[config.mk]
export PLATFORM = sky130hd
export DESIGN_NAME = result_uart_tx
export DESIGN_NICKNAME = d
export VERILOG_FILES = /design/src/rtl/result_uart_tx.sv
export SDC_FILE = /design/constraint.sdc
export NUM_CORES = 1
export LEC_CHECK = 0
export CORE_MARGIN = 5
export CORE_UTILIZATION = 30
export CTS_BUF_LIST = sky130_fd_sc_hd__clkbuf_4 sky130_fd_sc_hd__clkbuf_8
export CTS_CLUSTER_SIZE = 25
export DETAILED_ROUTE_END_ITERATION = 6
export PLACE_DENSITY_LB_ADDON = 0.2
export SLEW_MARGIN = 20
export SYNTH_ARGS = -nofsm -noshare
export SYNTH_HDL_FRONTEND = slang
export SYNTH_SLANG_ARGS = --single-unit
[constraint.sdc]
create_clock -name clk -period 2.7 [get_ports clk]
set_input_delay 0.54 -clock clk [delete_from_list [all_inputs] [get_ports clk]]
set_output_delay 0.54 -clock clk [all_outputs]
set_load 0.03 [all_outputs]
[src/rtl/result_uart_tx.sv]
// UART 8N1 transmitter for the classifier result byte, with a one-cycle tx_done handshake back to the result layer.
// Optional ASCII encoding of the class index is enabled by defining RESULT_UART_ASCII_EN.
module result_uart_tx #(
  parameter int unsigned CLKS_PER_BIT = 434,
  parameter int unsigned CNT_W        = 16
) (
  input  logic       clk,
  input  logic       rst,
  input  logic       rd,
  input  logic [7:0] din,
  output logic       TX,
  output logic       tx_done,
  output logic       busy
);

  typedef enum logic [1:0] {IDLE, START, DATA, STOP} state_t;

  localparam logic [CNT_W-1:0] LAST = CNT_W'(CLKS_PER_BIT - 1);

  state_t           state, state_nxt;
  logic [CNT_W-1:0] cnt, cnt_nxt;
  logic [2:0]       bit_cnt, bit_nxt;
  logic [7:0]       shift, shift_nxt;
  logic             tx_nxt, done_nxt;
  logic             armed, armed_nxt;
  logic             at_last;

  function automatic logic [7:0] encode(input logic [7:0] d);
`ifdef RESULT_UART_ASCII_EN
    if (d[3:0] <= 4'd9) return 8'h30 + {4'h0, d[3:0]};
    else                return 8'h3F;
`else
    return d;
`endif
  endfunction

  assign at_last = (cnt == LAST);
  assign busy    = (state != IDLE);

  always_ff @(posedge clk or posedge rst) begin
    if (rst) begin
      state   <= IDLE;
      cnt     <= '0;
      bit_cnt <= '0;
      shift   <= '0;
      TX      <= 1'b1;
      tx_done <= 1'b0;
      armed   <= 1'b1;
    end else begin
      state   <= state_nxt;
      cnt     <= cnt_nxt;
      bit_cnt <= bit_nxt;
      shift   <= shift_nxt;
      TX      <= tx_nxt;
      tx_done <= done_nxt;
      armed   <= armed_nxt;
    end
  end

  // TX is registered, so each transition loads the level of the bit that follows it.
  always_comb begin
    state_nxt = state;
    cnt_nxt   = cnt;
    bit_nxt   = bit_cnt;
    shift_nxt = shift;
    tx_nxt    = TX;
    done_nxt  = 1'b0;
    armed_nxt = armed;
    case (state)
      IDLE: begin
        tx_nxt = 1'b1;
        if (!rd) begin
          armed_nxt = 1'b1;
        end else if (armed) begin
          shift_nxt = encode(din);
          armed_nxt = 1'b0;
          cnt_nxt   = '0;
          tx_nxt    = 1'b0;
          state_nxt = START;
        end
      end
      START: begin
        if (at_last) begin
          cnt_nxt   = '0;
          bit_nxt   = '0;
          tx_nxt    = shift[0];
          state_nxt = DATA;
        end else begin
          cnt_nxt = cnt + 1'b1;
        end
      end
      DATA: begin
        if (at_last) begin
          cnt_nxt   = '0;
          shift_nxt = {1'b0, shift[7:1]};
          bit_nxt   = bit_cnt + 1'b1;
          if (bit_cnt == 3'd7) begin
            tx_nxt    = 1'b1;
            state_nxt = STOP;
          end else begin
            tx_nxt = shift[1];
          end
        end else begin
          cnt_nxt = cnt + 1'b1;
        end
      end
      STOP: begin
        if (at_last) begin
          cnt_nxt   = '0;
          tx_nxt    = 1'b1;
          done_nxt  = 1'b1;
          state_nxt = IDLE;
        end else begin
          cnt_nxt = cnt + 1'b1;
        end
      end
      default: state_nxt = IDLE;
    endcase
  end

endmodule
==> out/metrics.cfg, run 1 <==
[run_status]
status=completed

[floorplanning]
boundaryPins=14
std_cell_rows=29
core_area_um2=6241
die_h_um=89.49
dieArea_um2=8008
start_util_pct=30.37
fp.dieW_um=89.49

[worst_hold_path]
min-delay-start=shift[6]
worstHoldPathType=flop to flop

[drt]
routedWlPerCell_um=14.04
postRouteAntennaNets=0
drc_errors=0
drt_iter0_markers=103
routed_wirelength_um=4141
via_per_inst=5.088
dr.pass1.iters=4
via_count=1501

[sta]
clock_skew_ps=4.849
slew_headroom_pct=56.38
worstMarginPinSlew_ps=650.6
rsz0062_at_grt=false
slew_viol_final=0
setup_viol=0
hold_ws_ps=512.7
finalCritPeriodShare_pct=87.33
setup_ws_ps=342.2
tns_ps=0
max_freq_ghz=0.4241
hold_viol=0
min_period_ps=2358

[yosys]
synth_most_common_cell=dfrtp_1
yosysUniqueCellTypes=47
syn_inst=198
synth_top_area_cell=dfrtp_1
async_flop_share_pct=100.0
synth_edf_count=0
ys.warnings.count=0
synth_top_area_share_pct=39.60
syn_avg_cell_area_um2=9.574
synth-seq-cells=32
synth.cell_area_um2=1896
synth_common_cells=dfrtp_1, nand2_1, nor2_1
syn-num-nets=218
ys_seq_area_share_pct=42.38
synth_area_leaders=dfrtp_1, ha_1, nand2_1
ys.flop_type=dfrtp_1

[setup_path]
endpoint_kind=primary output
path_class=flop to primary output
critPathMaxStageDelay_ps=670
required_ps=2160
critPathArrivalTime_ps=1820
cp_common_cell=inv_1
rr_startpoint=state[0]
path_max_fanout=7
slowest_stage=clkdlybuf4s50_1
cp-startpoint=state[0]
start_kind=flop
path_cells=inv_1, ha_1, inv_1, clkdlybuf4s50_1

[place]
post-place-cells=287
place_hpwl_um=2923
dpl_cell_area_um2=2116
gp_congestion=0.8094
post-place-ws_ps=405.4
io_buffers=13

[power]
pwr-share-clk_pct=45.0
intPower_mw=0.7212
p_leak_nw=0.9453
p_seq_share_pct=52.1
p_switching_mw=0.1982
power.density_nw_per_um2=415.4
worst_ir_drop_vdd_v=0.0001725
switching_share_pct=21.56
comb_power_share_pct=2.8
total_power_mw=0.9193

[cells_and_area]
nets=237
final_core_utilization_pct=35.47
layout-drive-gt1-share_pct=12.39
n_antenna_cell=0
finalNonFillerCells=295
finish.instance_area_um2=2213
syn_to_final_growth_pct=16.77

[job]
max_cap_violations=0

[cts]
postCtsSetupBuffers=0
cts.reportedPaths.clkPinSlew_ps=70
h-tree-depth=2
cts.repair.resized=0
cts_sinks=32
cts_buffer_depth=2
cts-root-buf=clkbuf_8
clock_latency_ps=290
cts_buffers=5
cts_tree=built
postCtsHoldBufs=0

[global_route]
grt_pass1_vias=1422
grt_pass1_wl_um=7162
antenna_found_initial=0
overflow=0
grt_max_degree=33
grt_usage_pct=11.64

[critical path: cells and delay by family (launching register included)]
kind / cells / cell delay (ps)
buffers and inverters: 3 / 870
flip-flops: 1 / 380
adder cells (fa/ha/maj): 1 / 290
[state kept, by name, summed over array words and instances (netlist names)]
name,cells
cnt,16
state,2
tx_done,1
TX,1
bit_cnt,3
armed,1
shift,8
[final timing paths]
check,endpoint,slack [ps],cells past startpoint
max in group asynchronous,TX,1730,3
worst max register to register,cnt[15],600,6
worst max-delay path,busy,340,4
worst min register to register,shift[6],510,2
worst min-delay path,shift[6],510,2
min in group asynchronous,cnt[7],640,3
[cells in the final DEF, fill, tap and decap left out, drive strengths merged, types with 2 or more instances in the layout]
cell type	netlist	layout
clkbuf	1	8
dfstp	2	2
nor4b	2	2
nand3	15	15
a21oi	4	4
a22o	2	2
buf	5	5
xor2	2	2
clkdlybuf4s50	0	13
nand2	22	22
a21boi	2	2
nor2	18	18
ha	9	9
and3	2	2
dfrtp	30	30
mux2	3	3
inv	12	12
a31oi	2	2
and4	4	4
a2bb2oi	6	6
a211oi	2	2
or3	6	6
nor3	7	7
o21ai	7	7
nor4	7	7
xnor2	8	8
nand4	7	7
[layer usage]
layer	wire length (um)	up-vias	track usage, %	part of all wire (%)
met5	0	-	0	0
met4	70	0	4.465	1.7
met3	189	8	3.502	4.6
met2	1817	24	17.15	44
met1	2063	717	15.96	50
li1	-	752	-	-
[layout make-up]
cell class / count / area (um2)
clock buffer: 8 / 97.59
multi-input combinational: 148 / 1003
tap: 77 / 96.34
fill: 633 / 4028
inverter: 12 / 45.04
timing repair buffer: 18 / 167.7
sequential: 32 / 803.3
[power groups by stage]
stage          registers [mW]  clock network [mW]  logic, mW
5_1_grt                 0.479               0.441     0.0293
6_report                0.479               0.414     0.0260
4_1_cts                 0.479               0.423     0.0275
3_5_place_dp            0.488                   0     0.0273
3_3_place_gp            0.488                   0     0.0273
2_1_floorplan           0.488                   0    0.00715
[kinds of logic after synthesis]
kind of cell	after synthesis	share of synthesized area (%)
buffers and inverters	18	4.686
DFF	32	42.38
xor gates and xnor gates	10	4.621
and+or+nand+nor	94	27.06
AOI/OAI and AO/OA	32	13.14
adders and majority gates	9	5.941
muxes	3	2.178
Power figures use the tool's default switching activity.
==> run 2, diff against run 1 <==
--- a/config.mk
+++ b/config.mk
@@ -10,6 +10,7 @@
 export CTS_BUF_LIST = sky130_fd_sc_hd__clkbuf_4 sky130_fd_sc_hd__clkbuf_8
 export CTS_CLUSTER_SIZE = 25
 export DETAILED_ROUTE_END_ITERATION = 6
+export GPL_TIMING_DRIVEN = 0
 export PLACE_DENSITY_LB_ADDON = 0.2
 export SLEW_MARGIN = 20
 export SYNTH_ARGS = -nofsm -noshare
==> run 2 against run 1 <==
Against the previous run: non-clock buffer count is 1 higher; hold slack better by 2.1 ps; sequential share of layout area shrank 0.20 points; flip-flop and latch count did not move; critical path type unchanged; critical endpoint unchanged.
==> out/metrics.cfg, run 2 (synthesized netlist as in run 1, its figures left out) <==
[sta]
finalCritPeriodShare_pct=87.54  ; +0.21 points
setup_viol=0  ; unchanged
min_period_ps=2364  ; +5.771 ps
max_freq_ghz=0.4231  ; -0.24%
tns_ps=0  ; unchanged
worstMarginPinSlew_ps=691.9  ; +41.32 ps
hold_viol=0  ; unchanged
rsz0062_at_grt=false
slew_viol_final=0  ; unchanged
clock_skew_ps=7.960  ; +3.111 ps
slew_headroom_pct=53.81  ; -2.6 points

[setup_path]
required_ps=2160  ; about the same
path_class=flop to primary output
start_kind=flop
path_max_fanout=7  ; unchanged
critPathArrivalTime_ps=1820  ; about the same
endpoint_kind=primary output

[cells_and_area]
largest_reg_flops=16  ; unchanged
reg_top3=cnt (16), shift (8), bit_cnt (3)
layout-drive-gt1-share_pct=12.79  ; +0.40 points
regMostFlops=cnt
finalNonFillerCells=296  ; +0.34%
n_antenna_cell=0  ; unchanged
final_cell_mix=dfrtp_1, nand2_1, nor2_1, nand3_1, clkdlybuf4s50_1
fillers=655  ; +3.5%
nets=238  ; +0.42%
layout_commonest_cell=dfrtp_1
syn_to_final_growth_pct=17.43

[drt]
via_count=1498  ; -0.20%
dr.pass1.iters=5  ; +1
via_per_inst=5.061  ; -0.54%
routed_wirelength_um=4317  ; +4.3%
postRouteAntennaNets=0  ; unchanged
routedWlPerCell_um=14.58  ; +3.9%
drc_errors=0  ; unchanged
drt_iter0_markers=44  ; -57%

[power]
pwr-share-clk_pct=45.8  ; +0.8 points
p_seq_share_pct=51.5  ; -0.6 points
switching_share_pct=21.00  ; -0.55 points
power.density_nw_per_um2=418.0  ; +0.63%
p_leak_nw=0.9517  ; +0.67%
p_switching_mw=0.1954  ; -1.4%
intPower_mw=0.7350  ; +1.9%
worst_ir_drop_vdd_v=0.0002111  ; +22%
comb_power_share_pct=2.7  ; about the same

[job]
max_cap_violations=0  ; unchanged

[cts]
cts_buffer_depth=2  ; unchanged
postCtsSetupBuffers=0  ; unchanged
h-tree-depth=2  ; unchanged
cts-root-buf=clkbuf_8
clock_latency_ps=280  ; about the same
cts_buffers=5  ; unchanged
cts.repair.resized=0  ; unchanged
cts_tree=built
cts_sinks=32  ; unchanged
postCtsHoldBufs=0  ; unchanged
cts.reportedPaths.clkPinSlew_ps=70  ; about the same

[floorplanning]
fp.dieW_um=89.49  ; unchanged
std_cell_rows=29  ; unchanged
start_util_pct=30.37  ; unchanged
dieArea_um2=8008  ; unchanged
core_area_um2=6241  ; unchanged
die_h_um=89.49  ; unchanged
boundaryPins=14  ; unchanged

[place]
io_buffers=13  ; unchanged
post-place-cells=288  ; +0.35%
gp_congestion=0.7920  ; -2.1%
place_hpwl_um=3060  ; +4.7%

[global_route]
grt_pass1_wl_um=7141  ; -0.29%
grt_pass1_vias=1456  ; +2.4%
overflow=0  ; unchanged
grt_usage_pct=11.60  ; -0.038 points
grt_max_degree=33  ; unchanged
antenna_found_initial=0  ; unchanged

[run_status]
status=completed

[worst_hold_path]
worstHoldPathType=flop to flop

## run 2: power groups by stage
stage	Sequential (mW)	Combinational [mW]	Clock [mW]
after global routing	0.479	0.0288	0.457
final	0.479	0.0250	0.426
after CTS	0.479	0.0266	0.434
after detailed placement	0.488	0.0263	0
after global placement	0.488	0.0261	0
after floorplan	0.488	0.00715	0
## run 2: final cells by class
class                   instances  area [um2]  share of cell area [%]
plain buffers                   6       43.79                   1.967
clock buffers                   8       103.9                   4.666
inverters                      12       45.04                   2.024
multi-input cells             148        1003                   45.08
flip-flops and latches         32       803.3                   36.09
well taps                      77       96.34                   4.328
repair buffers                 13       130.1                   5.846
## run 2: worst max-delay path: stages (launching register included)
cell and delay (ps):
dfrtp_1 400, inv_1 100, ha_1 260, inv_1 110, clkdlybuf4s50_1 670
## run 2: per-layer routing
| layer | part of all wire, % | vias to the layer above | track usage [%] |
|---|---|---|---|
| met4 | 1.7 | 0 | 4.601 |
| li1 | - | 750 | - |
| met5 | 0 | - | 0 |
| met2 | 44 | 23 | 17.75 |
| met1 | 50 | 717 | 15.45 |
| met3 | 4.1 | 8 | 3.226 |
## run 2: path summary, 6_finish.rpt
check | slack (ps) | depth (start not counted) | startpoint | end
setup / recovery | 340 | 4 | state[1] | busy
hold / removal | 510 | 2 | shift[5] | shift[5]
setup reg to reg | 650 | 7 | cnt[1] | cnt[7]
hold reg to reg | 510 | 2 | shift[5] | shift[5]
max in group asynchronous | 1570 | 2 | rst | cnt[10]
min in group asynchronous | 680 | 2 | rst | shift[5]
## run 2: through the flow
stage	hold slack, ps	power, mW	setup WS, ps	instance area (um2)	util, %
2_1_floorplan	475.2	0.4955	902.9	1896	-
3_3_place_gp	494.2	0.5145	371.7	2122	34.00
3_5_place_dp	504.8	0.5147	397.4	2122	34.00
4_1_cts	520.3	0.9401	316.9	2226	35.67
5_1_grt	530.6	0.9649	216.1	2226	35.67
6_report	514.8	0.9304	336.4	2226	35.67
==> run 3, diff against run 2 <==
--- a/config.mk
+++ b/config.mk
@@ -6,8 +6,7 @@
 export NUM_CORES = 1
 export LEC_CHECK = 0
 export CORE_MARGIN = 5
-export CORE_UTILIZATION = 30
-export CTS_BUF_LIST = sky130_fd_sc_hd__clkbuf_4 sky130_fd_sc_hd__clkbuf_8
+export CORE_UTILIZATION = 45
 export CTS_CLUSTER_SIZE = 25
 export DETAILED_ROUTE_END_ITERATION = 6
 export GPL_TIMING_DRIVEN = 0
==> run 3 against run 2 <==
Against the previous run: count of clock-buffer cells in the layout unchanged; final cell count down 9.1%; clock skew up 2.0 ps; die area down 30%; fmax up 0.12%; critical path type unchanged; largest cell class unchanged; highest routed layer unchanged.
==> out/metrics.cfg, run 3 (synthesized netlist as in run 1, its figures left out) <==
[run_status]
status=completed

[sta]
finalCritPeriodShare_pct=87.43  ; -0.11 points
hold_ws_ps=520.1  ; +5.310 ps
clock_skew_ps=9.952  ; +1.992 ps
setup_viol=0  ; unchanged
tns_ps=0  ; unchanged
setup_ws_ps=339.3  ; +2.908 ps
slew_viol_final=0  ; unchanged
min_period_ps=2361  ; -2.908 ps
rsz0062_at_grt=false
max_freq_ghz=0.4236  ; +0.12%
slew_headroom_pct=54.95  ; +1.1 points
worstMarginPinSlew_ps=674.8  ; -17.10 ps
hold_viol=0  ; unchanged

[place]
place_hpwl_um=3058  ; about the same
gp_congestion=0.8847  ; +12%
io_buffers=13  ; unchanged
post-place-cells=261  ; -9.4%
post-place-ws_ps=373.9  ; -23.51 ps
dpl_cell_area_um2=2088  ; -1.6%

[drt]
routed_wirelength_um=4207  ; -2.5%
dr.pass1.iters=4  ; -1
drt_iter0_markers=93  ; +110%
via_count=1563  ; +4.3%
via_per_inst=5.810  ; +15%
drc_errors=0  ; unchanged
postRouteAntennaNets=0  ; unchanged
routedWlPerCell_um=15.64  ; +7.2%

[setup_path]
critPathMaxStageDelay_ps=670  ; about the same
required_ps=2160  ; about the same
path_max_fanout=7  ; unchanged
critPathArrivalTime_ps=1820  ; about the same
cp_common_cell=inv_1
start_kind=flop
endpoint_kind=primary output
slowest_stage=clkdlybuf4s50_1
path_cells=inv_1, ha_1, inv_1, clkdlybuf4s50_1
path_class=flop to primary output

[cts]
cts-root-buf=clkbuf_8
cts.repair.resized=0  ; unchanged
clock_latency_ps=280  ; about the same
cts_buffers=5  ; unchanged
cts_buffer_depth=2  ; unchanged
postCtsSetupBuffers=0  ; unchanged
cts_tree=built
h-tree-depth=2  ; unchanged
cts.reportedPaths.clkPinSlew_ps=60  ; about the same
cts_sinks=32  ; unchanged
postCtsHoldBufs=0  ; unchanged

[cells_and_area]
finish.instance_area_um2=2178  ; -2.1%
layout-drive-gt1-share_pct=11.87  ; -0.91 points
n_antenna_cell=0  ; unchanged
finalNonFillerCells=269  ; -9.1%
regMostFlops=cnt
largest_reg_flops=16  ; unchanged
fillers=380  ; -42%
final_cell_mix=dfrtp_1, nand2_1, nor2_1, nand3_1, clkdlybuf4s50_1
syn_to_final_growth_pct=14.92
reg_top3=cnt (16), shift (8), bit_cnt (3)
layout_commonest_cell=dfrtp_1
nets=238  ; unchanged

[floorplanning]
core_area_um2=4029  ; -35%
fp.dieW_um=74.90  ; -16%
dieArea_um2=5610  ; -30%
die_h_um=74.90  ; -16%
start_util_pct=47.05  ; +17 points
boundaryPins=14  ; unchanged
std_cell_rows=23  ; -21%

[worst_hold_path]
worstHoldPathType=flop to flop

[global_route]
antenna_found_initial=0  ; unchanged
grt_pass1_wl_um=7307  ; +2.3%
overflow=0  ; unchanged
grt_max_degree=33  ; unchanged
grt_usage_pct=16.97  ; +5.4 points
grt_pass1_vias=1579  ; +8.4%

[power]
worst_ir_drop_vdd_v=0.0003490  ; +65%
power.density_nw_per_um2=406.0  ; -2.9%
p_leak_nw=0.9422  ; -0.99%

[job]
max_cap_violations=0  ; unchanged

run 3: cell counts in the layout (fill, tap and decap cells not counted):
No cell type changed its count.
run 3: per-layer routing:
layer  vias up  global-route usage (%)  wire, um
met5         -                       0         0
met3         7                   3.738       177
met4         0                   5.929        60
li1        758                       -         -
met2        28                   26.98      1924
met1       770                   22.84      2045
run 3: cell type report:
| type | count | area [um2] | area share, % |
|---|---|---|---|
| Multi-Input combinational cell | 148 | 1003 | 46.07 |
| Sequential cell | 32 | 803.3 | 36.88 |
| Timing Repair Buffer | 13 | 130.1 | 5.974 |
| Clock buffer | 8 | 90.09 | 4.136 |
| Tap cell | 50 | 62.56 | 2.872 |
| Inverter | 12 | 45.04 | 2.068 |
| Buffer | 6 | 43.79 | 2.010 |
run 3: metrics by stage:
step                utilization, %  power (mW)
finish                       54.07      0.8844
global route                 54.07      0.9133
CTS                          54.07      0.8925
detailed placement           51.83      0.5141
global placement             51.83      0.5132
floorplan                        -      0.4955
run 3: report_power, final:
| part | leakage [nW] | internal (mW) | switching [mW] |
|---|---|---|---|
| logic | 0.523 | 0.0128 | 0.0121 |
| clock network | 0.0455 | 0.208 | 0.172 |
| registers | 0.374 | 0.480 | 0 |
| total | 0.942 | 0.700 | 0.184 |
run 3: final timing paths:
path                       cells after the start       start          to  slack (ps)
min reg2reg                                    1  bit_cnt[2]  bit_cnt[2]         520
max                                            4    state[0]        busy         340
max reg2reg                                    7    state[0]    shift[3]         660
min in group asynchronous                      2         rst      cnt[1]         680
min                                            1  bit_cnt[2]  bit_cnt[2]         520
max in group asynchronous                      2         rst    shift[1]        1580
run 3: critical path: cells and delay by family, from the launching register on:
kind	cells	cell delay, ps
adders and majority gates	1	280
buffers and inverters	3	870
DFF	1	390
